`config.mk`:
```
export PLATFORM = sky130hd
export DESIGN_NAME = text_console_flat
export DESIGN_NICKNAME = d
export VERILOG_FILES = /design/src/rtl/gpu_pkg.sv /design/src/rtl/text_console_if.sv /design/src/rtl/vram_filler.sv /design/src/rtl/text_console.sv /design/src/flat_wrapper.sv
export SDC_FILE = /design/constraint.sdc
export NUM_CORES = 1
export LEC_CHECK = 0
export ABC_AREA = 0
export CAP_MARGIN = 0
export CORE_MARGIN = 2
export CORE_UTILIZATION = 40
export CTS_CLUSTER_DIAMETER = 80
export DETAILED_ROUTE_END_ITERATION = 10
export GPL_ROUTABILITY_DRIVEN = 0
export PLACE_DENSITY_LB_ADDON = 0.05
export SLEW_MARGIN = 20
export SYNTH_ARGS = -nofsm -noshare
export SYNTH_HDL_FRONTEND = slang
export SYNTH_SLANG_ARGS = --single-unit
export TNS_END_PERCENT = 50
```
`constraint.sdc`:
```
create_clock -name clk -period 2.65 [get_ports clk]
set_input_delay 0.53 -clock clk [delete_from_list [all_inputs] [get_ports clk]]
set_output_delay 0.53 -clock clk [all_outputs]
set_load 0.02 [all_outputs]
```
`src/rtl/gpu_pkg.sv`:
```
// Shared GPU text-pipeline constants: screen geometry, VRAM mapping, control codes,
// console state encoding and the cell offset helper.
package gpu_pkg;

  localparam int unsigned COLS  = 80;
  localparam int unsigned ROWS  = 30;
  localparam int unsigned CELLS = COLS * ROWS;
  localparam int unsigned COL_W = 7;
  localparam int unsigned ROW_W = 5;
  localparam int unsigned OFF_W = 12;

  localparam logic [15:0] VRAM_BASE = 16'h2000;
  localparam logic [7:0]  FILL_CHAR = 8'h20;

  localparam logic [7:0] CH_BS = 8'h08;
  localparam logic [7:0] CH_LF = 8'h0A;
  localparam logic [7:0] CH_FF = 8'h0C;
  localparam logic [7:0] CH_CR = 8'h0D;

  typedef enum logic [1:0] {
    ST_IDLE    = 2'd0,
    ST_PUT     = 2'd1,
    ST_CLR_ROW = 2'd2,
    ST_CLR_ALL = 2'd3
  } console_state_e;

  // Linear cell index; always below CELLS for a legal cursor.
  function automatic logic [OFF_W-1:0] cell_offset(input logic [ROW_W-1:0] row,
                                                   input logic [COL_W-1:0] col);
    return OFF_W'(row) * OFF_W'(COLS) + OFF_W'(col);
  endfunction

endpackage

```
`src/rtl/text_console_if.sv`:
```
// Byte-stream input handshake plus the VRAM write port driven by the console.
interface text_console_if;
  import gpu_pkg::*;

  logic [7:0]  in_data;
  logic        in_valid;
  logic        in_ready;
  logic [15:0] vram_addr;
  logic [7:0]  vram_data;
  logic        vram_w_en;

  // Source side: byte producer, also observes the VRAM port.
  modport master (
    output in_data, in_valid,
    input  in_ready, vram_addr, vram_data, vram_w_en
  );

  // Console side.
  modport slave (
    input  in_data, in_valid,
    output in_ready, vram_addr, vram_data, vram_w_en
  );
endinterface

```
`src/rtl/vram_filler.sv`:
```
// Streams 'len' consecutive VRAM write strobes starting at a cell offset; done marks
// the last strobe so the caller can leave its clear state on the same edge.
module vram_filler
  import gpu_pkg::*;
(
  input  logic             clk,
  input  logic             rst,
  input  logic             start,
  input  logic [OFF_W-1:0] base,
  input  logic [OFF_W-1:0] len,
  output logic             done,
  output logic [15:0]      addr,
  output logic             w_en
);

  logic [OFF_W-1:0] cnt;
  logic [OFF_W-1:0] term;

  // Counter runs 0..len-1 and stops on its terminal value, never wrapping.
  always_ff @(posedge clk or negedge rst) begin
    if (!rst) begin
      w_en <= 1'b0;
      done <= 1'b0;
      addr <= 16'h0000;
      cnt  <= '0;
      term <= '0;
    end else if (start) begin
      w_en <= 1'b1;
      cnt  <= '0;
      term <= len - OFF_W'(1);
      done <= (len == OFF_W'(1));
      addr <= VRAM_BASE + 16'(base);
    end else if (w_en) begin
      if (done) begin
        w_en <= 1'b0;
        done <= 1'b0;
      end else begin
        cnt  <= cnt + OFF_W'(1);
        addr <= addr + 16'd1;
        done <= ((cnt + OFF_W'(1)) == term);
      end
    end
  end

endmodule

```
`src/rtl/text_console.sv`:
```
// Text console: decodes a byte stream into glyph writes with an 80x30 wrapping cursor,
// clearing the new row on every row advance and the whole screen on form feed.
module text_console
  import gpu_pkg::*;
(
  input  logic             clk,
  input  logic             rst,
  text_console_if.slave    bus,
  output logic [COL_W-1:0] cursor_col,
  output logic [ROW_W-1:0] cursor_row,
  output logic             busy
);

  console_state_e   state, state_d;
  logic [COL_W-1:0] col, col_d;
  logic [ROW_W-1:0] row, row_d;
  logic [ROW_W-1:0] row_adv;
  logic             put_we, put_we_d;
  logic [15:0]      put_addr, put_addr_d;
  logic [7:0]       put_data, put_data_d;
  logic             is_print, is_print_d;
  logic             ready_q, busy_q;

  logic             fill_start;
  logic [OFF_W-1:0] fill_base;
  logic [OFF_W-1:0] fill_len;
  logic             fill_done;
  logic [15:0]      fill_addr;
  logic             fill_w_en;

  vram_filler u_filler (
    .clk   (clk),
    .rst   (rst),
    .start (fill_start),
    .base  (fill_base),
    .len   (fill_len),
    .done  (fill_done),
    .addr  (fill_addr),
    .w_en  (fill_w_en)
  );

  // No scroll: the bottom row wraps to the top.
  assign row_adv = (row == ROW_W'(ROWS - 1)) ? '0 : row + ROW_W'(1);

  always_ff @(posedge clk or negedge rst) begin
    if (!rst) begin
      state    <= ST_IDLE;
      col      <= '0;
      row      <= '0;
      put_we   <= 1'b0;
      put_addr <= 16'h0000;
      put_data <= 8'h00;
      is_print <= 1'b0;
      ready_q  <= 1'b1;
      busy_q   <= 1'b0;
    end else begin
      state    <= state_d;
      col      <= col_d;
      row      <= row_d;
      put_we   <= put_we_d;
      put_addr <= put_addr_d;
      put_data <= put_data_d;
      is_print <= is_print_d;
      ready_q  <= (state_d == ST_IDLE);
      busy_q   <= (state_d != ST_IDLE);
    end
  end

  // Decode, cursor update and clear launch.
  always_comb begin
    state_d    = state;
    col_d      = col;
    row_d      = row;
    put_we_d   = 1'b0;
    put_addr_d = put_addr;
    put_data_d = put_data;
    is_print_d = is_print;
    fill_start = 1'b0;
    fill_base  = '0;
    fill_len   = OFF_W'(COLS);

    case (state)
      ST_IDLE: begin
        if (bus.in_valid) begin
          if (bus.in_data >= 8'h20 && bus.in_data <= 8'h7E) begin
            state_d    = ST_PUT;
            put_we_d   = 1'b1;
            put_addr_d = VRAM_BASE + 16'(cell_offset(row, col));
            put_data_d = bus.in_data;
            is_print_d = 1'b1;
          end else begin
            case (bus.in_data)
              CH_CR: col_d = '0;
              CH_LF: begin
                col_d      = '0;
                row_d      = row_adv;
                state_d    = ST_CLR_ROW;
                fill_start = 1'b1;
                fill_base  = cell_offset(row_adv, '0);
              end
              CH_BS: begin
                if (col != '0) begin
                  col_d      = col - COL_W'(1);
                  state_d    = ST_PUT;
                  put_we_d   = 1'b1;
                  put_addr_d = VRAM_BASE + 16'(cell_offset(row, col - COL_W'(1)));
                  put_data_d = FILL_CHAR;
                  is_print_d = 1'b0;
                end
              end
              CH_FF: begin
                col_d      = '0;
                row_d      = '0;
                state_d    = ST_CLR_ALL;
                fill_start = 1'b1;
                fill_base  = '0;
                fill_len   = OFF_W'(CELLS);
              end
              default: ;
            endcase
          end
        end
      end
      ST_PUT: begin
        state_d = ST_IDLE;
        // Backspace already moved the cursor when it was accepted.
        if (is_print) begin
          if (col == COL_W'(COLS - 1)) begin
            col_d      = '0;
            row_d      = row_adv;
            state_d    = ST_CLR_ROW;
            fill_start = 1'b1;
            fill_base  = cell_offset(row_adv, '0);
          end else begin
            col_d = col + COL_W'(1);
          end
        end
      end
      ST_CLR_ROW, ST_CLR_ALL: begin
        if (fill_done) state_d = ST_IDLE;
      end
      default: state_d = ST_IDLE;
    endcase
  end

  // Single glyph writes and clear streams never overlap, so a simple merge suffices.
  assign bus.vram_w_en = put_we | fill_w_en;
  assign bus.vram_addr = fill_w_en ? fill_addr : put_addr;
  assign bus.vram_data = fill_w_en ? FILL_CHAR : put_data;
  assign bus.in_ready  = ready_q;
  assign busy          = busy_q;
  assign cursor_col    = col;
  assign cursor_row    = row;

endmodule

```
`src/flat_wrapper.sv`:
```
// flat-port wrapper written by rule: the top's interface ports become plain ports
module text_console_flat import gpu_pkg::*;
  (clk, rst, cursor_col, cursor_row, busy, bus_in_data, bus_in_valid, bus_in_ready, bus_vram_addr, bus_vram_data, bus_vram_w_en);
  text_console_if bus_i ();
  input  logic clk;
  input  logic rst;
  output logic [COL_W-1:0] cursor_col;
  output logic [ROW_W-1:0] cursor_row;
  output logic busy;
  input wire logic [$bits(bus_i.in_data)-1:0] bus_in_data;
  input wire logic [$bits(bus_i.in_valid)-1:0] bus_in_valid;
  output wire logic [$bits(bus_i.in_ready)-1:0] bus_in_ready;
  output wire logic [$bits(bus_i.vram_addr)-1:0] bus_vram_addr;
  output wire logic [$bits(bus_i.vram_data)-1:0] bus_vram_data;
  output wire logic [$bits(bus_i.vram_w_en)-1:0] bus_vram_w_en;
  assign bus_i.in_data = bus_in_data;
  assign bus_i.in_valid = bus_in_valid;
  assign bus_in_ready = bus_i.in_ready;
  assign bus_vram_addr = bus_i.vram_addr;
  assign bus_vram_data = bus_i.vram_data;
  assign bus_vram_w_en = bus_i.vram_w_en;
  text_console u_core (.clk(clk), .rst(rst), .bus(bus_i), .cursor_col(cursor_col), .cursor_row(cursor_row), .busy(busy));
endmodule
```
# [After elaboration in Yosys (flattened, before gate mapping)]
# Index checks and enable logic that the tools add are counted.
# W data, S select, Z words.
[word_totals] register_bits=84 in_bits=11 wordCells=131
[classes] n_addsub=11 multipliers=2 magnitude_cmp=2 n_eq_ne=19 mux=66 bitwise=1 reduce_logical=16
[op_table] op="$mux W12" count=12
[op_table] op="$mux W16" count=7
[op_table] op="$add A14 B12 Y15 const A" count=3
[op_table] op="$mux W7" count=5
[op_table] op="$eq A8 B4 Y1 const B" count=4
[op_table] op="$mux W8" count=4
[op_table] op="$pmux W7 S2" count=2
[op_table] op="$mux W5" count=5
[op_table] op="$add A12 B7 Y12" count=2
[op_table] op="$pmux W12 S2" count=1
[op_table] op="$pmux W5 S2" count=2
[op_table] op="$mux W1" count=19
[op_table] op="$add A16 B1 Y16 const B" count=1
[op_table] op="$mul A5 B3 Y8 const B" count=2
[op_table] op="$add A12 B1 Y12 const B" count=1
[op_table] op="$eq A12 B1 Y1 const B" count=1
[op_table] op="$eq A12 B12 Y1" count=1
[op_table] op="$mux W2" count=6
[op_table] op="$pmux W2 S3" count=2
[op_table] op="$reduce_and A6 Y1" count=2
[op_table] op="$sub A12 B1 Y12 const B" count=1
[op_table] op="$reduce_bool A2 Y1" count=5
[op_table] op="$ge A8 B6 Y1 const B" count=1
[op_table] op="$le A8 B7 Y1 const B" count=1
[op_table] op="20 further kinds" count=27

# [Logic depth before layout (Yosys ltp)]
# Gate-level depths: netlist of run 1.
[depth] word_depth=9 mapped_depth=15

# [Hierarchy]
# A second synthesis of run 1 with hierarchy kept.
[hier_totals] hier_cells=587 area_unflattened_um2=5432.7
[by_module_without_submodules] mod="text_console" instances=1 cells_each=303 area_each_um2=2916.5 seq_area_each_um2=977.2
[by_module_without_submodules] mod="vram_filler" instances=1 cells_each=284 area_each_um2=2516.2 seq_area_each_um2=1051.0

# [Worst setup path before layout of run 1]
# OpenSTA, ideal clock, no wires.
[synth_path] path_kind="reg-to-reg" start="reg u_core.col[2] (netlist: u_core.cursor_col[2])" end="reg u_core.put_addr[10]" setup_ns=0.134 t_arrival_ns=2.773 setup_slack_ns=-0.257 path_stages_with_launch=13 path_buffers=1 period_less_slack_ns=2.907 cell_sequence="dfrtp_1 > buf_2 > or3_1 > or3_1 > nor2_1 > xor2_1 > inv_1 > fa_1 > nor2b_1 > o21ai_0 > nor3_1 > xnor2_1 > o21ai_0"
[synth_between] elab_chain_cells=6 word_cells_on_any_way=11 cone_classes="5 x add/sub; 3 x mux; 3 x reduce/logical"
[synth_lines] item="start: declaration" line_no="text_console.sv:15" source="logic [COL_W-1:0] col, col_d;"
[synth_lines] item="start signal: assignment" line_no="text_console.sv:58" source="col <= col_d;"
[synth_lines] item="$sub A7 B1 Y7" line_no="text_console.sv:106" source="put_addr_d = VRAM_BASE + 16'(cell_offset(row, col - COL_W'(1)));"
[synth_lines] item="$add A12 B7 Y12" line_no="gpu_pkg.sv:30" source="return OFF_W'(row) * OFF_W'(COLS) + OFF_W'(col);"
[synth_lines] item="$add A14 B12 Y15" line_no="text_console.sv:106"
[synth_lines] item="$mux W16" line_no="text_console.sv:102" source="if (col != '0) begin"
[synth_lines] item="$mux W16" line_no="text_console.sv:92" source="case (bus.in_data)"
[synth_lines] item="$mux W16" line_no="text_console.sv:85" source="if (bus.in_data >= 8'h20 && bus.in_data <= 8'h7E) begin"
[synth_lines] item="end signal: assignment" line_no="text_console.sv:61" source="put_addr <= put_addr_d;"
[synth_lines] item="end: declaration" line_no="text_console.sv:19" source="logic [15:0] put_addr, put_addr_d;"
# Parallel ways exist; a longest one is shown, timed or not. The select of a mux whose other input is x is not followed.
# A chain may end at the register's enable or synchronous reset.

# [Worst setup path in the final report of run 1]
[layout_path] start="in bus_in_data[7]" end="reg u_core.put_addr[10]"
[layout_between] elab_chain_cells=4 word_cells_on_any_way=8 cone_classes="2 x order compare; 1 x eq/ne; 1 x mux; 4 x reduce/logical"
[layout_lines] item="start: declaration" line_no="flat_wrapper.sv:10" source="input wire logic [$bits(bus_i.in_data)-1:0] bus_in_data;"
[layout_lines] item="$ge A8 B6 Y1 or $le A8 B7 Y1 (tied branches)" line_no="text_console.sv:85"
[layout_lines] item="$logic_and A1 B1 Y1" line_no="text_console.sv:85"
[layout_lines] item="$reduce_bool A2 Y1 (no source line)"
[layout_lines] item="$reduce_and A4 Y1 (no source line)"
# Parallel ways exist; a longest one is shown, timed or not.

==> out/results.tsv, run 1 <==
metric	value	unit
die_w	111	µm
fin_util	0.535	
worst_ep_required_time	2.87	ns
core-area	11300	µm²
setup_viol	0	
static-leakage-power	2.73	nW
cap_viol_max_count	0	
worstSetupPathType	input pin to flop	
synth-edff-count	0	
ctsHoldBuffers	0	
initial_utilization	0.406	
cts_root_buffer	clkbuf_16	
diodes	0	
drtPass1Iterations	4	
grtUsageTotal	0.206	
vias_per_cell	5.33	
syn_avg_cell_area	9.19	µm²
top_usage_layer	met2	
grt.met2_usage	0.320	
yosysSeqAreaShare	0.403	
end_kind	flop	
cts_tree	done	
cts_buffers	9	
clk_latency	0.34	ns
drtIter0Drc	263	
grt_pass1_wl	20.3	mm
synth.ff_latch_count	74	
status	complete, no violations	
async_reset_ff_frac	1.00	
clk_pin_slew	0.06	ns
finalHoldViolCount	0	
fmax	383	MHz
grtUsageMet3	0.0508	
synth_area_leaders	dfrtp_1 40%, ha_1 5.7%, xnor2_1 5.3%	
synth_common_cells	73 x dfrtp_1, 55 x nand2_1, 39 x nor2_1, 32 x o21ai_0, 28 x xnor2_1	
antenna_found_initial	0	
num_vias	3974	
tightest_slew	0.552	ns
ios	50	
stdcell_count	746	
synth.top_cell.area_share	0.397	
met1_usage	0.292	
ys_warn_count	0	
hold_path.class	input pin to asynchronous set/reset pin	
fin_ws	0.0412	ns
io_buffers	49	
drive_above_1_share	0.217	
grt_remaining_overflow	0	
critPathArrivalTime	2.83	ns
skew	0.00669	ns
grt_pass1_vias	3923	
setup_tns	0	ns
cts_max_level	3	
pre_cts_slack	-0.542	ns
synth_fp_nets	535	
power_density	410	nW/µm²
die-area	12400	µm²
synth.most_common_cell	dfrtp_1	
wl	12.1	mm
synth_top_flop_cell	dfrtp_1	
hpwlAfterDp	9.08	mm
drc_errors	0	
synthCells	500	
synth_top_area_cell	dfrtp_1	
rsz0062_at_grt	yes	
num_rows	39	
place_area	5670	µm²
ys_types	59	
cts_sinks	74	
ir_drop	0.545	mV
slew_headroom	0.632	
fp.dieH	111	µm
post-route-min-period	2.61	ns
fin_crit_sh	0.984	
slew_viol_final	0	
dpl.cell_count	728	
cts.path.max_buffers	2	
cp_max_fo	2	
synth_area	4600	µm²
area_growth	31.8	%
grt_max_degree	44	
design_area	6060	µm²
critPathLaunchType	input pin	
avgRoutedWirePerCell	16.2	µm
drtAntennaViolNets	0	
nNetsFinal	633	
## cell usage in the layout, fill, tap and decap left out, types with 3 or more instances in the layout
| cell type | netlist | routed |
|---|---|---|
| a21o_1 | 6 | 6 |
| a21oi_1 | 23 | 22 |
| a22o_1 | 7 | 7 |
| a31oi_1 | 8 | 8 |
| and2_1 | 5 | 5 |
| and3_1 | 6 | 6 |
| buf_4 | 1 | 62 |
| clkbuf_16 | 0 | 9 |
| clkdlybuf4s50_1 | 0 | 41 |
| dfrtp_1 | 73 | 71 |
| dlymetal6s2s_1 | 0 | 5 |
| ha_1 | 21 | 20 |
| inv_1 | 16 | 15 |
| inv_2 | 2 | 3 |
| mux2_2 | 14 | 13 |
| nand2_1 | 55 | 54 |
| nand2b_1 | 5 | 5 |
| nand3_1 | 20 | 19 |
| nand4_1 | 10 | 10 |
| nor2_1 | 39 | 36 |
| nor2b_1 | 11 | 11 |
| nor3_1 | 12 | 10 |
| nor3_2 | 1 | 3 |
| o21ai_0 | 32 | 28 |
| o21ai_1 | 3 | 6 |
| o22ai_1 | 4 | 4 |
| or2_2 | 3 | 3 |
| or3_1 | 11 | 8 |
| or3_4 | 0 | 3 |
| xnor2_1 | 28 | 28 |
| xor2_1 | 22 | 21 |
## stage by stage
step                hold slack [ns]  total power, mW
floorplan                     0.234             1.17
global placement              0.449             1.24
detailed placement            0.451             1.24
CTS                           0.191             2.53
global route                  0.215             2.58
finish                        0.165             2.49
## critical path, stage by stage
cell,delay (ns)
clkdlybuf4s50_1,0.43
or3_4,0.42
nand2_2,0.08
xnor2_1,0.12
ha_2,0.20
inv_2,0.04
fa_2,0.35
nor2b_1,0.17
o21ai_2,0.08
nor3_2,0.19
xnor2_1,0.13
o21ai_1,0.08
## power breakdown
part	internal, mW	switching (mW)
logic	0.0348	0.0532
registers	1.13	0
clock network	0.764	0.504
## path summary, 6_finish.rpt
| path | from | endpoint | slack (ns) | cells after the start |
|---|---|---|---|---|
| setup / recovery | bus_in_data[7] | u_core.put_addr[10] | 0.04 | 12 |
| hold / removal | rst | u_core.u_filler.cnt[7] | 0.16 | 1 |
| setup reg to reg | u_core.cursor_col[2] | u_core.put_addr[10] | 0.06 | 11 |
| hold reg to reg | u_core.put_addr[13] | u_core.put_addr[13] | 0.47 | 1 |
| max in group asynchronous | rst | u_core.cursor_row[0] | 1.81 | 2 |
| min in group clk | u_core.put_addr[13] | u_core.put_addr[13] | 0.47 | 1 |
## layout make-up
| cell class | instances | area [µm²] |
|---|---|---|
| inverters | 18 | 67.6 |
| well taps | 143 | 179 |
| clock inverters | 6 | 72.6 |
| multi-input cells | 383 | 2650 |
| repair buffers | 112 | 996 |
| flip-flops and latches | 74 | 1860 |
| clock buffers | 10 | 239 |
| fillers | 1065 | 5260 |
## what timing repair did
action	4_1_cts	5_1_grt
setup endpoints to repair	4	8
buffers inserted	1	1
gates resized for setup	6	15
pin swaps	2	7
## cell families after synthesis
| logic type | Yosys count | synth area share |
|---|---|---|
| buf+inv | 43 | 0.0389 |
| compound gates | 100 | 0.137 |
| xor+xnor | 51 | 0.0988 |
| flops | 74 | 0.403 |
| fa+ha+maj | 24 | 0.0702 |
| mux | 15 | 0.0365 |
| simple gates | 193 | 0.215 |
## state kept, by name, indices dropped and copies added (netlist names)
signal,count
u_core.cursor_row,5
u_core.u_filler.w_en,1
u_core.put_data,8
u_core.busy,1
u_core.cursor_col,7
u_core.u_filler.addr,16
u_core.is_print,1
u_core.u_filler.done,1
u_core.u_filler.term,5
u_core.state,2
u_core.put_we,1
u_core.put_addr,13
u_core.bus.in_ready,1
u_core.u_filler.cnt,12
## per-layer routing
metal / up-vias / routed length (µm)
met4: 0 / 72
met2: 80 / 5530
met3: 5 / 508
met5: - / 0
li1: 1953 / -
met1: 1936 / 5940
Power figures use the tool's default switching activity.
==> run 2, diff against run 1 <==
==> constraint.sdc (replaced) <==
create_clock -name clk -period 2.65 [get_ports clk]
set_input_delay 0.3975 -clock clk [delete_from_list [all_inputs] [get_ports clk]]
set_output_delay 0.3975 -clock clk [all_outputs]
set_load 0.02 [all_outputs]
==> run 2 against run 1 <==
Die area stayed put. Final area is 1.9% lower. Critical path depth is 1 lower. Flip-flop and latch count stayed put. Wire length is 3.3% lower. First-iteration DRC count is 30% lower. Hold slack worse by 0.090 ns. Setup slack worse by 0.0083 ns. Power is 1.6% higher. Count of clock-buffer cells in the layout is 3 higher. Sequential share of layout area is 0.58 points higher. Combinational power is 4.5% lower. Largest power group unchanged. Highest routed layer unchanged.
==> out/results.tsv, run 2 (same netlist as run 1, synthesis figures left out) <==
metric	value	unit	change
layout_common_cells	72 x dfrtp_1, 54 x nand2_1, 47 x clkdlybuf4s50_1, 46 x buf_4, 38 x nor2_1		was 71 x dfrtp_1, 62 x buf_4, 54 x nand2_1, 41 x clkdlybuf4s50_1, 36 x nor2_1
fin_ws	0.0330	ns	was 0.0412 ns
reg.largest.list	u_core.u_filler.addr (16), u_core.put_addr (13), u_core.u_filler.cnt (12)		unchanged
wl_met3	499	µm	was 508 µm
avgRoutedWirePerCell	15.9	µm	was 16.2 µm
slew_headroom	0.601		was 0.632
slowest_delay	0.40	ns	was 0.43 ns
rsz0062_at_grt	yes		unchanged
cts_buffers	9		unchanged
num_vias	3906		was 3974
highest_layer	met4		unchanged
critPathLaunchType	flop		was input pin
ctsHoldBuffers	0		unchanged
hpwlAfterDp	8.72	mm	was 9.08 mm
pre_cts_slack	-0.458	ns	was -0.542 ns
largest_reg_flops	16		unchanged
num_rows	39		unchanged
fin_crit_sh	0.988		was 0.984
cp_common_cell	or3_4		was xnor2_1
cts_sinks	74		unchanged
worstSetupPathType	flop to flop		was input pin to flop
cts_tree	done		unchanged
static-leakage-power	2.62	nW	was 2.73 nW
nNetsFinal	618		was 633
path_buf_inv	0		was 2
drtPass1Iterations	4		unchanged
skew	0.00973	ns	was 0.00669 ns
status	complete, no violations		unchanged
setup_viol	0		unchanged
drtIter0Drc	185		was 263
tightest_slew	0.598	ns	was 0.552 ns
area_growth	29.3	%	was 31.8%
drc_errors	0		unchanged
diodes	0		unchanged
largest_register	u_core.u_filler.addr		unchanged
wl_met2	4.92	mm	was 5.53 mm
stdcell_count	731		was 746
post-route-min-period	2.62	ns	was 2.61 ns
vias_per_cell	5.34		was 5.33
end_kind	flop		unchanged
cp_cell_sequence	or3_4, or3_4, nor2_4, xor2_2, ha_1, a21o_1, a21oi_2, nor3b_2, nand2_1, o21ai_1, mux2_4		was clkdlybuf4s50_1, or3_4, nand2_2, xnor2_1, ha_2, inv_2, fa_2, nor2b_1, o21ai_2, nor3_2, xnor2_1, o21ai_1
power_density	425	nW/µm²	was 410 nW/µm²
ios	50		unchanged
finalHoldViolCount	0		unchanged
critPathArrivalTime	2.85	ns	was 2.83 ns
cts_max_level	3		unchanged
hold_path.class	input pin to asynchronous set/reset pin		unchanged
cts_root_buffer	clkbuf_16		unchanged
drtAntennaViolNets	0		unchanged
grt_pass1_wl	19.2	mm	was 20.3 mm
clk_pin_slew	0.06	ns	about the same
initial_utilization	0.406		unchanged
core-area	11300	µm²	unchanged
layout.cells.most_common	dfrtp_1		unchanged
worst_ep_required_time	2.88	ns	was 2.87 ns
wl_met1	6.06	mm	was 5.94 mm
setup_tns	0	ns	unchanged
wl	11.7	mm	was 12.1 mm
ir_drop	0.332	mV	was 0.545 mV
fmax	382	MHz	was 383 MHz
hold_ws	0.0744	ns	was 0.165 ns
clk_latency	0.34	ns	about the same
cpMaxStageDelayCell	dfrtp_2		was clkdlybuf4s50_1
io_buffers	49		unchanged
grt_pass1_vias	3698		was 3923
fp.dieH	111	µm	unchanged
fin_util	0.525		was 0.535
cap_viol_max_count	0		unchanged
grt_remaining_overflow	0		unchanged
dpl.cell_count	713		was 728
antenna_found_initial	0		unchanged
die-area	12400	µm²	unchanged
cts.path.max_buffers	2		unchanged
cp_max_fo	2		unchanged
grt_max_degree	46		was 44
grtUsageTotal	0.193		was 0.206
drive_above_1_share	0.185		was 0.217
slew_viol_final	0		unchanged
die_w	111	µm	unchanged
crit_family	simple AND/OR/NAND/NOR gates		unchanged
==> run 2: metrics by stage <==
stage / power [mW] / cell area, µm²
6_report: 2.53 / 5940
5_1_grt: 2.61 / 5940
4_1_cts: 2.56 / 5890
3_5_place_dp: 1.24 / 5570
3_3_place_gp: 1.24 / 5570
2_1_floorplan: 1.17 / 4620
==> run 2: worst paths after layout <==
check,startpoint,end,slack [ns],depth (start not counted)
max reg2reg,u_core.cursor_col[2],u_core.put_addr[11],0.03,11
max,u_core.cursor_col[2],u_core.put_addr[11],0.03,11
min reg2reg,u_core.put_addr[4],u_core.put_addr[4],0.48,2
max in group asynchronous,rst,u_core.put_addr[7],2.01,2
min in group clk,u_core.put_addr[4],u_core.put_addr[4],0.48,2
min,rst,u_core.u_filler.cnt[1],0.07,1
==> run 2: per-layer routing <==
metal,up-vias,global-route usage
met3,12,0.0312
met1,1864,0.291
li1,1921,-
met5,-,0
met2,109,0.280
met4,0,0.0708
==> run 2: cell type report <==
type	instances	area (µm²)
Timing Repair Buffer	97	885
Clock inverter	3	65.1
Inverter	18	67.6
Sequential cell	74	1850
Multi-Input combinational cell	383	2640
Tap cell	143	179
Fill cell	1086	5380
Clock buffer	13	250
==> run 2: report_power, final <==
| part | switching, mW | internal, mW |
|---|---|---|
| sequential | 0 | 1.13 |
| combinational | 0.0514 | 0.0326 |
| clock | 0.462 | 0.850 |
| total | 0.513 | 2.01 |
==> run 2: worst reg2reg max path: cells and delay by family (launching register included) <==
kind	cells	cell delay, ns
simple gates	5	1.01
compound gates	3	0.41
flops	1	0.40
mux	1	0.26
fa+ha+maj	1	0.25
xor+xnor	1	0.17
==> run 2: timing repair <==
item                                    CTS  global route
pin swaps                                 2             1
buffers inserted                          0             2
gates resized for setup                   4             9
endpoints found under the setup margin    2             5
